## src/rtl/ti170_pkg.sv

```systemverilog
// Shared constants for the instruction assembler: FSM encoding,
// end-of-program marker and default memory depth.
package ti170_pkg;

    localparam int DEFAULT_DEPTH = 64;

    // A full all-ones word marks the end of the program image.
    localparam logic [15:0] TERMINATOR = 16'hFFFF;

    localparam logic [2:0] ST_IDLE  = 3'd0;
    localparam logic [2:0] ST_HI    = 3'd1;
    localparam logic [2:0] ST_LO    = 3'd2;
    localparam logic [2:0] ST_WRITE = 3'd3;
    localparam logic [2:0] ST_DONE  = 3'd4;

endpackage

```

## src/rtl/instr_assembler.sv

```systemverilog
// Packs a big-endian byte stream into instruction words and writes them
// to instruction memory until a terminator word or a full memory.
//
// state | meaning
// IDLE  | waiting for start
// HI    | accepting high byte
// LO    | accepting low byte
// WRITE | presenting assembled word (strobe unless terminator)
// DONE  | load finished, flags held until next start
module instr_assembler
    import ti170_pkg::*;
#(
    parameter int BYTE_W  = 8,
    parameter int INSTR_W = 16,
    parameter int DEPTH   = DEFAULT_DEPTH,
    localparam int ADDR_W = $clog2(DEPTH)
) (
    input  logic                clock,
    input  logic                reset,
    input  logic                start,
    input  logic [BYTE_W-1:0]   byte_in,
    input  logic                byte_valid,
    output logic                byte_ready,
    output logic [INSTR_W-1:0]  instr_out,
    output logic [ADDR_W-1:0]   instr_addr,
    output logic                instr_we,
    output logic                load_done,
    output logic                load_full,
    output logic [ADDR_W:0]     instr_count
);

    localparam logic [ADDR_W:0] DEPTH_C = (ADDR_W+1)'(DEPTH);

    logic [2:0]         state_q, state_d;
    logic [BYTE_W-1:0]  hi_q, hi_d;
    logic               term_q, term_d;
    logic [INSTR_W-1:0] instr_out_q, instr_out_d;
    logic [ADDR_W-1:0]  instr_addr_q, instr_addr_d;
    logic               we_q, we_d;
    logic [ADDR_W:0]    count_q, count_d;
    logic               done_q, done_d;
    logic               full_q, full_d;

    logic               xfer;
    logic [INSTR_W-1:0] word;

    assign byte_ready = (state_q == ST_HI) || (state_q == ST_LO);
    assign xfer       = byte_valid && byte_ready;
    assign word       = {hi_q, byte_in};

    always_comb begin
        state_d      = state_q;
        hi_d         = hi_q;
        term_d       = term_q;
        instr_out_d  = instr_out_q;
        instr_addr_d = instr_addr_q;
        we_d         = 1'b0;
        count_d      = count_q;
        done_d       = done_q;
        full_d       = full_q;

        case (state_q)
            ST_IDLE, ST_DONE: begin
                if (start) begin
                    state_d = ST_HI;
                    count_d = '0;
                    done_d  = 1'b0;
                    full_d  = 1'b0;
                end
            end
            ST_HI: begin
                if (xfer) begin
                    hi_d    = byte_in;
                    state_d = ST_LO;
                end
            end
            ST_LO: begin
                if (xfer) begin
                    state_d = ST_WRITE;
                    term_d  = (word == TERMINATOR);
                    // Output registers only move when a real write is issued.
                    if (word != TERMINATOR) begin
                        instr_out_d  = word;
                        instr_addr_d = count_q[ADDR_W-1:0];
                        we_d         = 1'b1;
                    end
                end
            end
            ST_WRITE: begin
                if (term_q) begin
                    state_d = ST_DONE;
                    done_d  = 1'b1;
                end else begin
                    count_d = count_q + 1'b1;
                    if (count_d == DEPTH_C) begin
                        state_d = ST_DONE;
                        done_d  = 1'b1;
                        full_d  = 1'b1;
                    end else begin
                        state_d = ST_HI;
                    end
                end
            end
            default: state_d = ST_IDLE;
        endcase
    end

    always_ff @(posedge clock) begin
        if (!reset) begin
            state_q      <= ST_IDLE;
            hi_q         <= '0;
            term_q       <= 1'b0;
            instr_out_q  <= '0;
            instr_addr_q <= '0;
            we_q         <= 1'b0;
            count_q      <= '0;
            done_q       <= 1'b0;
            full_q       <= 1'b0;
        end else begin
            state_q      <= state_d;
            hi_q         <= hi_d;
            term_q       <= term_d;
            instr_out_q  <= instr_out_d;
            instr_addr_q <= instr_addr_d;
            we_q         <= we_d;
            count_q      <= count_d;
            done_q       <= done_d;
            full_q       <= full_d;
        end
    end

    assign instr_out   = instr_out_q;
    assign instr_addr  = instr_addr_q;
    assign instr_we    = we_q;
    assign load_done   = done_q;
    assign load_full   = full_q;
    assign instr_count = count_q;

endmodule

```

## config.mk

```make
export PLATFORM = sky130hd
export DESIGN_NAME = instr_assembler
export DESIGN_NICKNAME = d
export VERILOG_FILES = /design/src/rtl/ti170_pkg.sv /design/src/rtl/instr_assembler.sv
export SDC_FILE = /design/constraint.sdc
export NUM_CORES = 1
export LEC_CHECK = 0
export CAP_MARGIN = 20
export CORE_ASPECT_RATIO = 2
export CORE_MARGIN = 2
export CORE_UTILIZATION = 41
export DETAILED_ROUTE_END_ITERATION = 10
export PLACE_DENSITY = 0.78
export RECOVER_POWER = 100
export SLEW_MARGIN = 20
export SYNTH_ARGS = -nofsm -noshare
export SYNTH_HDL_FRONTEND = slang
export SYNTH_SLANG_ARGS = --single-unit
```

## constraint.sdc

```tcl
create_clock -name clock -period 1.43 [get_ports clock]
set_input_delay 0.429 -clock clock [delete_from_list [all_inputs] [get_ports clock]]
set_output_delay 0.429 -clock clock [all_outputs]
set_load 0.005 [all_outputs]
```

==> metrics.log <==
[metrics] final design utilization: 68.5%
[metrics] Post-layout nets: 284
[metrics] count of different cell masters after synthesis: 45
[metrics] overall die area: 5060 um2
[metrics] final cell area excluding filler cells: 2970 um2
[metrics] power density over cell area: 808 nW/um2
[metrics] total number of H-tree levels: 2
[metrics] status: finished with violations
[metrics] top cells by area in the synthesized netlist: sky130_fd_sc_hd__dfxtp_1 48%, sky130_fd_sc_hd__a22o_1 9.5%, sky130_fd_sc_hd__mux2i_1 4.9%
[metrics] total CTS buffers: 5
[metrics] first-pass GRT wire length: 8.47 mm
[metrics] worst hold slack after final layout: 0.406 ns
[metrics] antenna diode count: 0
[metrics] Final Cycle Share: 105%
[metrics] clock tree root buffer cell: sky130_fd_sc_hd__clkbuf_8
[metrics] total gr overflow: 0
[metrics] post-DR wirelength/cell: 16.6 um
[metrics] failing checks: setup timing
[metrics] Die Ht: 98.7 um
[metrics] type of the worst setup path: input port to flop
[metrics] minimum setup slack after placement: -0.658 ns
[metrics] slew at the pin with the worst max-slew slack: between 0.3 and 0.4 ns
[metrics] Post-DP Area: roughly 2600 um2
[metrics] number of max-cap violations: 0
[metrics] clock tree from TritonCTS: done
[metrics] initial cell density of the core: 42.3%
[metrics] DR vias/cell: roughly 5.5
[metrics] path category of the worst min-delay check: input port to flop
[metrics] vias in the first global route: 1842
[metrics] die span in x: around 50 um
[metrics] antenna-violating nets left: 0
[metrics] number of sinks handled by clock tree synthesis: 44
[metrics] RSZ-0062 raised after global routing: yes
[metrics] worst clock skew: approximately 0.005 ns
[metrics] # IOs: 45
[metrics] Max Root-Sink Buffers: 2
[metrics] synthesized netlist net count: ~190
[metrics] largest voltage drop on the vdd net: about 0.65 mV
[metrics] Ys Warns: 0
[metrics] WL final: 5.42 mm
[metrics] sequential element share of the synthesized area: 48.0%
[metrics] Synth top area share: 48.0%
[metrics] endpoint arrival time on the critical path: 1.69 ns
[metrics] total standard cell area after synthesis: 1840 um2
[metrics] Worst Path Required: 1.62 ns
[metrics] # rows: 34
[metrics] layout overhead on the synthesized area: 61.7%
[metrics] Overall Power: 2400 uW
[metrics] remaining routing DRC violations: 0
[metrics] aggregate global-route resource usage: 22.5%
[metrics] CTS clk-pin slew, worst paths: 0.08 ns
[metrics] kind of capture point of the worst setup path: flop
[metrics] gp weighted congestion: 0.872
[metrics] crit start category: input port
[metrics] Yosys top cell by area: sky130_fd_sc_hd__dfxtp_1
[metrics] Final Critical Period: 1.50 ns
[metrics] maximum clock frequency: 667 MHz
[metrics] maximum fanout along the worst path: 5
[metrics] core footprint: 4340 um2
[metrics] Reg area: 926 um2
[metrics] number of endpoints failing setup at the final stage: 23
[metrics] static leakage: about 0.0013 uW
[metrics] clk_lat worst skew: 0.31 ns
[metrics] Initial DRC Count: 37
[metrics] fraction of final layout cells with drive strength greater than 1: around half
[metrics] gate count after technology mapping: 172
[metrics] multi-input combinational cell area: between 1000 and 1500 um2
[metrics] number of vias after detailed routing: 1782
[metrics] final hold vios: 0
[metrics] relative slew slack: 74.4%
[metrics] Pre-Repair DR Iteration Count: 4
[metrics] number of max-slew violations in the final report: 0
[metrics] antenna violations before repair: 0
[metrics] number of fill cells in the layout: 340
[metrics] crit path setup slack, layout: -0.0687 ns
[metrics] maximum number of pins on one net before global-route repair: 14
[metrics] number of input and output port buffers inserted: 44
[metrics] Post-Syn Area per Cell: between 10 and 15 um2
[metrics] hold bufs inserted after CTS: 0
[metrics] HPWL after detailed placement: about 3.4 mm
[metrics] number of synthesized register bits: 44
-- critical path, stage by stage --
cell                              delay (ns)
sky130_fd_sc_hd__clkdlybuf4s15_1        0.19
sky130_fd_sc_hd__nand4_1                0.19
sky130_fd_sc_hd__nor4_4                 0.31
sky130_fd_sc_hd__buf_4                  0.17
sky130_fd_sc_hd__nor3_4                 0.06
sky130_fd_sc_hd__buf_6                  0.13
sky130_fd_sc_hd__a22o_1                 0.21
-- final timing paths --
path / start / end / slack (ns) / depth (start not counted)
setup reg to reg: hi_q[6] / instr_addr[3] / -0.07 / 6
hold / removal: byte_in[3] / instr_out[3] / 0.41 / 2
setup / recovery: byte_in[1] / instr_addr[3] / -0.07 / 7
hold reg to reg: instr_out[4] / instr_out[4] / 0.47 / 1
-- synth_stat cells (all sizes together) --
cell     instances
nand4bb          2
or2              1
a32o             1
a21boi           1
nor2            16
o2111ai          1
and4             1
and2             2
nand2b           1
nor4             3
clkbuf           1
xnor2            1
o21ai            2
nor3             4
nand4            4
a2bb2oi          1
inv              1
o31a             1
a311oi           1
mux2             1
buf             10
a31oi            4
ha               1
o21a             1
and3             2
nand2           11
or3b             1
mux2i            9
nand3            4
clkinv           1
nor4b            1
dfxtp           44
a21oi           10
o221a            2
a22o            20
or4              1
a211oi           4
-- registers in the layout (all words and copies together) (netlist names) --
register     count
hi_q             8
instr_addr       6
instr_count      7
instr_out       16
instr_we         1
load_done        1
load_full        1
state_q          3
term_q           1
-- placed cells by master (no fill, tap or decap), types with 8 or more instances in the layout --
cell                             n
sky130_fd_sc_hd__a22o_1         20
sky130_fd_sc_hd__buf_4          45
sky130_fd_sc_hd__buf_6          12
sky130_fd_sc_hd__dfxtp_1        20
sky130_fd_sc_hd__dfxtp_2        18
sky130_fd_sc_hd__dlygate4sd2_1  36
sky130_fd_sc_hd__mux2i_1         8
sky130_fd_sc_hd__nand2_1         9
sky130_fd_sc_hd__nor2_1         14
-- per-layer routing --
layer | global-route usage (%) | vias to the layer above | share of wire (%)
met2 | 40.8 | 57 | 55
met3 | 4.70 | 14 | 4.7
met5 | 0 | - | 0
li1 | - | 847 | -
met1 | 22.7 | 864 | 37
met4 | 12.8 | 0 | 3.1
-- cell type report --
| class | count | area share [%] |
|---|---|---|
| Tap cell | 54 | 2.27 |
| Clock inverter | 1 | 0.253 |
| Sequential cell | 44 | 31.2 |
| Inverter | 2 | 0.295 |
| Multi-Input combinational cell | 115 | 33.7 |
| Clock buffer | 7 | 2.91 |
| Timing Repair Buffer | 103 | 29.4 |
-- where the power goes --
part           total (uW)  leakage [uW]  switching [uW]  internal [uW]
clock                 819     0.0000445             427            392
combinational         325      0.000928             151            174
sequential           1260      0.000369            17.7           1240
-- cell families (layout without fill, tap and decap cells) --
kind of cell	Yosys count	in the layout	synth area share (%)
adders and majority gates	1	1	0.681
DFF	44	44	48.0
AOI/OAI and AO/OA	49	49	20.6
xor gates and xnor gates	1	1	0.477
and+or+nand+nor	54	54	19.3
muxes	10	10	5.52
buffers and inverters	13	113	5.52
-- through the flow --
stage | TNS (ns) | std cells
finish | -1.17 | 326
global route | -3.69 | 326
CTS | -1.64 | 323
detailed placement | -21.96 | 306
global placement | -20.06 | 306
floorplan | -0.0129 | 172
-- timing repair --
action	CTS	global route
setup buffers	8	3
hold endpoints to repair	0	0
gates cloned	3	0
resized for setup	106	34
setup endpoints to repair	75	41
pin swaps	23	16
(Power assumes the default switching activity.)
